## src/rtl/my_reg_wr_arbiter.sv

```systemverilog
// Round-robin arbiter granting one requester per cycle the enable/clear/data strobes of a shared register.
// Optional grant locking is compiled in with MY_REG_ARB_LOCK_EN.
module my_reg_wr_arbiter #(
  parameter int unsigned N_REQ    = 4,
  parameter int unsigned DATA_W   = 8,
  parameter int unsigned LOCK_MAX = 8
) (
  input  logic                      clk_i,
  input  logic                      rst_n_i,
  input  logic                      en_i,
  input  logic [N_REQ-1:0]          req_i,
  input  logic [N_REQ-1:0]          clr_i,
  input  logic [N_REQ*DATA_W-1:0]   wdata_i,
`ifdef MY_REG_ARB_LOCK_EN
  input  logic [N_REQ-1:0]          lock_i,
`endif
  output logic [N_REQ-1:0]          gnt_o,
  output logic [$clog2(N_REQ)-1:0]  gnt_id_o,
  output logic                      busy_o,
  output logic                      reg_e_o,
  output logic                      reg_r_o,
  output logic [DATA_W-1:0]         reg_n_o
);

  localparam int unsigned IDW = $clog2(N_REQ);
  localparam int unsigned CW  = IDW + 1;

  typedef enum logic [1:0] {
    IDLE  = 2'd0,
    GRANT = 2'd1
`ifdef MY_REG_ARB_LOCK_EN
    ,
    HOLD  = 2'd2
`endif
  } state_t;

  state_t             state_q;
  logic [IDW-1:0]     ptr_q;
  logic [N_REQ-1:0]   gnt_q;
  logic [IDW-1:0]     gnt_id_q;
  logic               reg_e_q;
  logic               reg_r_q;
  logic [DATA_W-1:0]  reg_n_q;

  logic               win_vld;
  logic [IDW-1:0]     win_id;
  logic [CW-1:0]      cand;
  logic               hold_keep;
  logic               sel_vld;
  logic [IDW-1:0]     sel_id;
  logic               sel_clr;
  logic [DATA_W-1:0]  sel_data;
  logic [N_REQ-1:0]   gnt_d;

`ifdef MY_REG_ARB_LOCK_EN
  localparam int unsigned CNT_W = $clog2(LOCK_MAX + 1);
  logic [CNT_W-1:0] lock_cnt_q;
`endif

  // Search starts at ptr and wraps at N_REQ, so indexes >= N_REQ are never visited
  always_comb begin
    win_vld = 1'b0;
    win_id  = '0;
    cand    = '0;
    for (int unsigned i = 0; i < N_REQ; i++) begin
      cand = {1'b0, ptr_q} + CW'(i);
      if (cand >= CW'(N_REQ)) cand = cand - CW'(N_REQ);
      if (!win_vld && req_i[cand[IDW-1:0]]) begin
        win_vld = 1'b1;
        win_id  = cand[IDW-1:0];
      end
    end
  end

  always_comb begin
`ifdef MY_REG_ARB_LOCK_EN
    hold_keep = (state_q == HOLD) && req_i[gnt_id_q] && lock_i[gnt_id_q] &&
                (lock_cnt_q < CNT_W'(LOCK_MAX));
`else
    hold_keep = 1'b0;
`endif
    sel_vld  = hold_keep | win_vld;
    sel_id   = hold_keep ? gnt_id_q : win_id;
    sel_clr  = clr_i[sel_id];
    sel_data = '0;
    for (int unsigned i = 0; i < N_REQ; i++) begin
      if (sel_id == IDW'(i)) sel_data = wdata_i[i*DATA_W +: DATA_W];
    end
    gnt_d         = '0;
    gnt_d[sel_id] = 1'b1;
  end

  always_ff @(posedge clk_i) begin
    if (!rst_n_i) begin
      state_q  <= IDLE;
      ptr_q    <= '0;
      gnt_q    <= '0;
      gnt_id_q <= '0;
      reg_e_q  <= 1'b0;
      reg_r_q  <= 1'b0;
      reg_n_q  <= '0;
`ifdef MY_REG_ARB_LOCK_EN
      lock_cnt_q <= '0;
`endif
    end else if (!en_i || !sel_vld) begin
      state_q  <= IDLE;
      gnt_q    <= '0;
      gnt_id_q <= '0;
      reg_e_q  <= 1'b0;
      reg_r_q  <= 1'b0;
      reg_n_q  <= '0;
`ifdef MY_REG_ARB_LOCK_EN
      lock_cnt_q <= '0;
`endif
    end else begin
      gnt_q    <= gnt_d;
      gnt_id_q <= sel_id;
      reg_r_q  <= sel_clr;
      reg_e_q  <= !sel_clr;
      reg_n_q  <= sel_clr ? '0 : sel_data;
      // The pointer already sits past the locked requester, so it stays frozen during HOLD
      if (!hold_keep) ptr_q <= (win_id == IDW'(N_REQ - 1)) ? '0 : win_id + 1'b1;
`ifdef MY_REG_ARB_LOCK_EN
      if (hold_keep) begin
        state_q    <= HOLD;
        lock_cnt_q <= lock_cnt_q + 1'b1;
      end else if (lock_i[win_id]) begin
        state_q    <= HOLD;
        lock_cnt_q <= CNT_W'(1);
      end else begin
        state_q    <= GRANT;
        lock_cnt_q <= '0;
      end
`else
      state_q <= GRANT;
`endif
    end
  end

  assign gnt_o    = gnt_q;
  assign gnt_id_o = gnt_id_q;
  assign busy_o   = (state_q != IDLE);
  assign reg_e_o  = reg_e_q;
  assign reg_r_o  = reg_r_q;
  assign reg_n_o  = reg_n_q;

endmodule

```

## config.mk

```make
export PLATFORM = sky130hd
export DESIGN_NAME = my_reg_wr_arbiter
export DESIGN_NICKNAME = d
export VERILOG_FILES = /design/src/rtl/my_reg_wr_arbiter.sv
export SDC_FILE = /design/constraint.sdc
export NUM_CORES = 1
export LEC_CHECK = 0
export ABC_AREA = 1
export ABC_CLOCK_PERIOD_IN_PS = 5500
export CAP_MARGIN = 20
export CORE_MARGIN = 4
export CORE_UTILIZATION = 42
export DETAILED_ROUTE_END_ITERATION = 8
export PLACE_DENSITY = 0.94
export SETUP_SLACK_MARGIN = 0.02
export SLEW_MARGIN = 20
export SYNTH_ARGS = -nofsm -noshare
export SYNTH_HDL_FRONTEND = slang
export SYNTH_SLANG_ARGS = --single-unit
```

## constraint.sdc

```tcl
create_clock -name clk_i -period 5.5 [get_ports clk_i]
set_clock_uncertainty 0.1 [all_clocks]
set_input_delay 0.55 -clock clk_i [delete_from_list [all_inputs] [get_ports clk_i]]
set_output_delay 0.55 -clock clk_i [all_outputs]
set_load 0.01 [all_outputs]
```

==> impl_metrics.py <==
metrics = {
    "die": {
        "core_sq_um": 2545,
        "die-area_sq_um": 3656,
        "die_w_um": 60.47,
        "rows": 18,
        "ios": 60,
        "initial_core_util_pct": 45.43,
        "fp.dieH_um": 60.47,
    },
    "synth": {
        "yosysUniqueCellTypes": 20,
        "synth_fp_nets": 228,
        "ys_warn_count": 0,
        "yosysSeqAreaShare_pct": 32.90,
        "synthCells": 181,
        "synth.avg_cell_area_sq_um": 6.387,
        "ys_ff_latch": 19,
        "synth.cell_area_sq_um": 1156,
    },
    "finish": {
        "layout_common_cells": "59 x clkdlybuf4s50_1, 57 x nand2_1, 19 x o21ai_0, 19 x dfxtp_1, 18 x nand3_1",
        "area_delta_synth_final_pct": 53.79,
        "stdcell_count": 268,
        "diodes": 0,
        "fin_util_pct": 69.86,
        "final_nets": 286,
        "layout_commonest_cell": "clkdlybuf4s50_1",
        "drive_gt1_share_pct": 7.983,
    },
    "timing": {
        "clock.fmax_ghz": 0.3411,
        "slew_viol_final": 0,
        "slew_headroom_pct": 70.98,
        "fin_crit_sh_pct": 53.31,
        "finalHoldViolations": 0,
        "setup_tns_ns": 0,
        "min_period_ns": 2.932,
        "tightest_slew_ns": 0.4348,
        "finalSetupViolCount": 0,
        "fin_ws_ns": 2.568,
        "fin_hold_ws_ns": 0.4634,
        "rsz0062_at_grt": "no",
    },
    "pwr": {
        "p_leak_nw": 0.8349,
        "power.switching_uw": 545.6,
        "p_clk_share_pct": 6.6,
        "p_per_area_nw_per_um2": 593.7,
        "power_frac_seq_pct": 19.8,
        "switching_share_pct": 51.68,
        "p_comb_share_pct": 73.5,
        "ir_drop_mv": 0.5325,
        "intPower_uw": 510.1,
    },
    "critical_path": {
        "start_kind": "flop",
        "cp.required_ns": 5.60,
        "worstSetupPathType": "reg2reg",
        "end_kind": "flop",
        "arrival_ns": 3.03,
        "cp_max_fo": 11,
    },
    "detailed_routing": {
        "num_vias": 1316,
        "wl_um": 3504,
        "via_per_inst": 4.910,
        "wl_per_cell_um": 13.07,
        "final_antenna_net_count": 0,
        "drt_iter0_markers": 58,
        "route.detailed.drc": 0,
        "firstDrtPassIters": 4,
    },
    "place": {
        "dp_hpwl_um": 2892,
        "numPlacedInstances": 264,
        "portBuffers": 59,
        "gp_congestion": 0.8904,
        "pre_cts_ws_ns": 2.279,
    },
    "global_route": {
        "grt_max_degree": 18,
        "gr-total-overflow": 0,
        "groute.usage.overall_pct": 20.23,
        "grt_pass1_vias": 1220,
        "grt_pass1_wl_um": 5457,
        "antenna_found_initial": 0,
    },
    "cts": {
        "cts_resized": 0,
        "cts_hold_buffers": 0,
        "cts_root_buffer": "clkbuf_4",
        "cts_buffer_depth": 2,
        "h-tree-depth": 1,
        "clock_latency_ns": 0.30,
        "clk_pin_slew_worst_paths_ns": 0.10,
        "cts_buffers": 3,
        "postCtsSetupBuffers": 0,
        "cts_tree": "built",
        "clock-sinks": 19,
    },
    "flow_run": {
        "max-cap-violations": 0,
    },
    "outcome": {
        "outcome": "finished, final reports clean",
    },
    "hold_path": {
        "min_path_type": "reg2reg",
    },
}
## power by group through the flow
stage	Combinational (mW)	Sequential, mW	Clock (mW)
2_1_floorplan	0.522	0.226	0
3_3_place_gp	0.744	0.210	0
3_5_place_dp	0.768	0.213	0
4_1_cts	0.775	0.209	0.0728
5_1_grt	0.874	0.214	0.0806
6_report	0.776	0.209	0.0700
## worst max-delay path, stage by stage (launching register included)
cell and delay [ns]:
dfxtp_1 0.57, inv_2 0.18, nand2_1 0.12, nand3_1 0.13, nand2_2 0.14, nor2_4 0.06, nand3_2 0.10, nand3_2 0.15
inv_1 0.12, ha_1 0.33, clkinv_1 0.28, nand3_1 0.13, nand2_1 0.08, o21ai_0 0.11, nand2_1 0.07, o21ai_0 0.08
nor2_1 0.06
## final timing paths
check | start | to | slack (ns) | cells after the start
worst min-delay path | ptr_q[1] | ptr_q[1] | 0.46 | 2
worst max-delay path | ptr_q[0] | reg_n_o[7] | 2.57 | 16
worst max register to register | ptr_q[0] | reg_n_o[7] | 2.57 | 16
worst min register to register | ptr_q[1] | ptr_q[1] | 0.46 | 2
## cell families (layout without fill, tap and decap cells)
logic type | count (synthesis) | after routing | synth area share (%)
compound gates | 31 | 31 | 13.64
fa+ha+maj | 4 | 4 | 4.329
buf+inv | 26 | 83 | 9.414
flops | 19 | 19 | 32.90
simple gates | 101 | 101 | 39.72
## sequential cells by signal, summed over array words and instances (netlist names)
signal	count
gnt_o	4
reg_r_o	1
state_q	1
reg_n_o	8
ptr_q	2
reg_e_o	1
gnt_id_o	2
## Yosys cell counts
library cell | number | area, sq um
nand4_1 | 1 | 6.260
nand3_1 | 18 | 90.09
a211oi_1 | 1 | 7.510
inv_2 | 4 | 15.01
inv_1 | 15 | 56.30
nand3_2 | 3 | 30.03
o21ai_0 | 19 | 95.09
nand2_1 | 57 | 214.0
clkbuf_1 | 4 | 15.01
buf_6 | 1 | 11.26
nand3_4 | 1 | 17.52
ha_1 | 4 | 50.05
a21oi_1 | 11 | 55.05
clkinv_1 | 1 | 3.750
nor2_1 | 14 | 52.55
nand2_2 | 5 | 31.28
dfxtp_1 | 19 | 380.4
nor2_4 | 1 | 11.26
buf_4 | 1 | 7.510
nor2_2 | 1 | 6.260
## layer usage
metal / vias to the layer above / global-route usage [%] / routed length (um)
met5: - / 0 / 0
met4: 0 / 6.811 / 64
met3: 6 / 5.319 / 212
met2: 47 / 31.33 / 1711
met1: 570 / 27.43 / 1515
li1: 693 / - / -
## per-stage QoR
stage	power, mW	cell area (sq um)
2_1_floorplan	0.7480	1156
3_3_place_gp	0.9538	1750
3_5_place_dp	0.9807	1750
4_1_cts	1.057	1778
5_1_grt	1.169	1778
6_report	1.056	1778
## final cells by class
| cell class | count | area, sq um |
|---|---|---|
| clock inverters | 1 | 5.005 |
| clock buffers | 3 | 22.52 |
| flip-flops and latches | 19 | 380.4 |
| well taps | 30 | 37.54 |
| repair buffers | 59 | 590.6 |
| multi-input cells | 136 | 666.9 |
| inverters | 20 | 75.07 |
| fillers | 201 | 767.0 |
(Power assumes the default switching activity.)
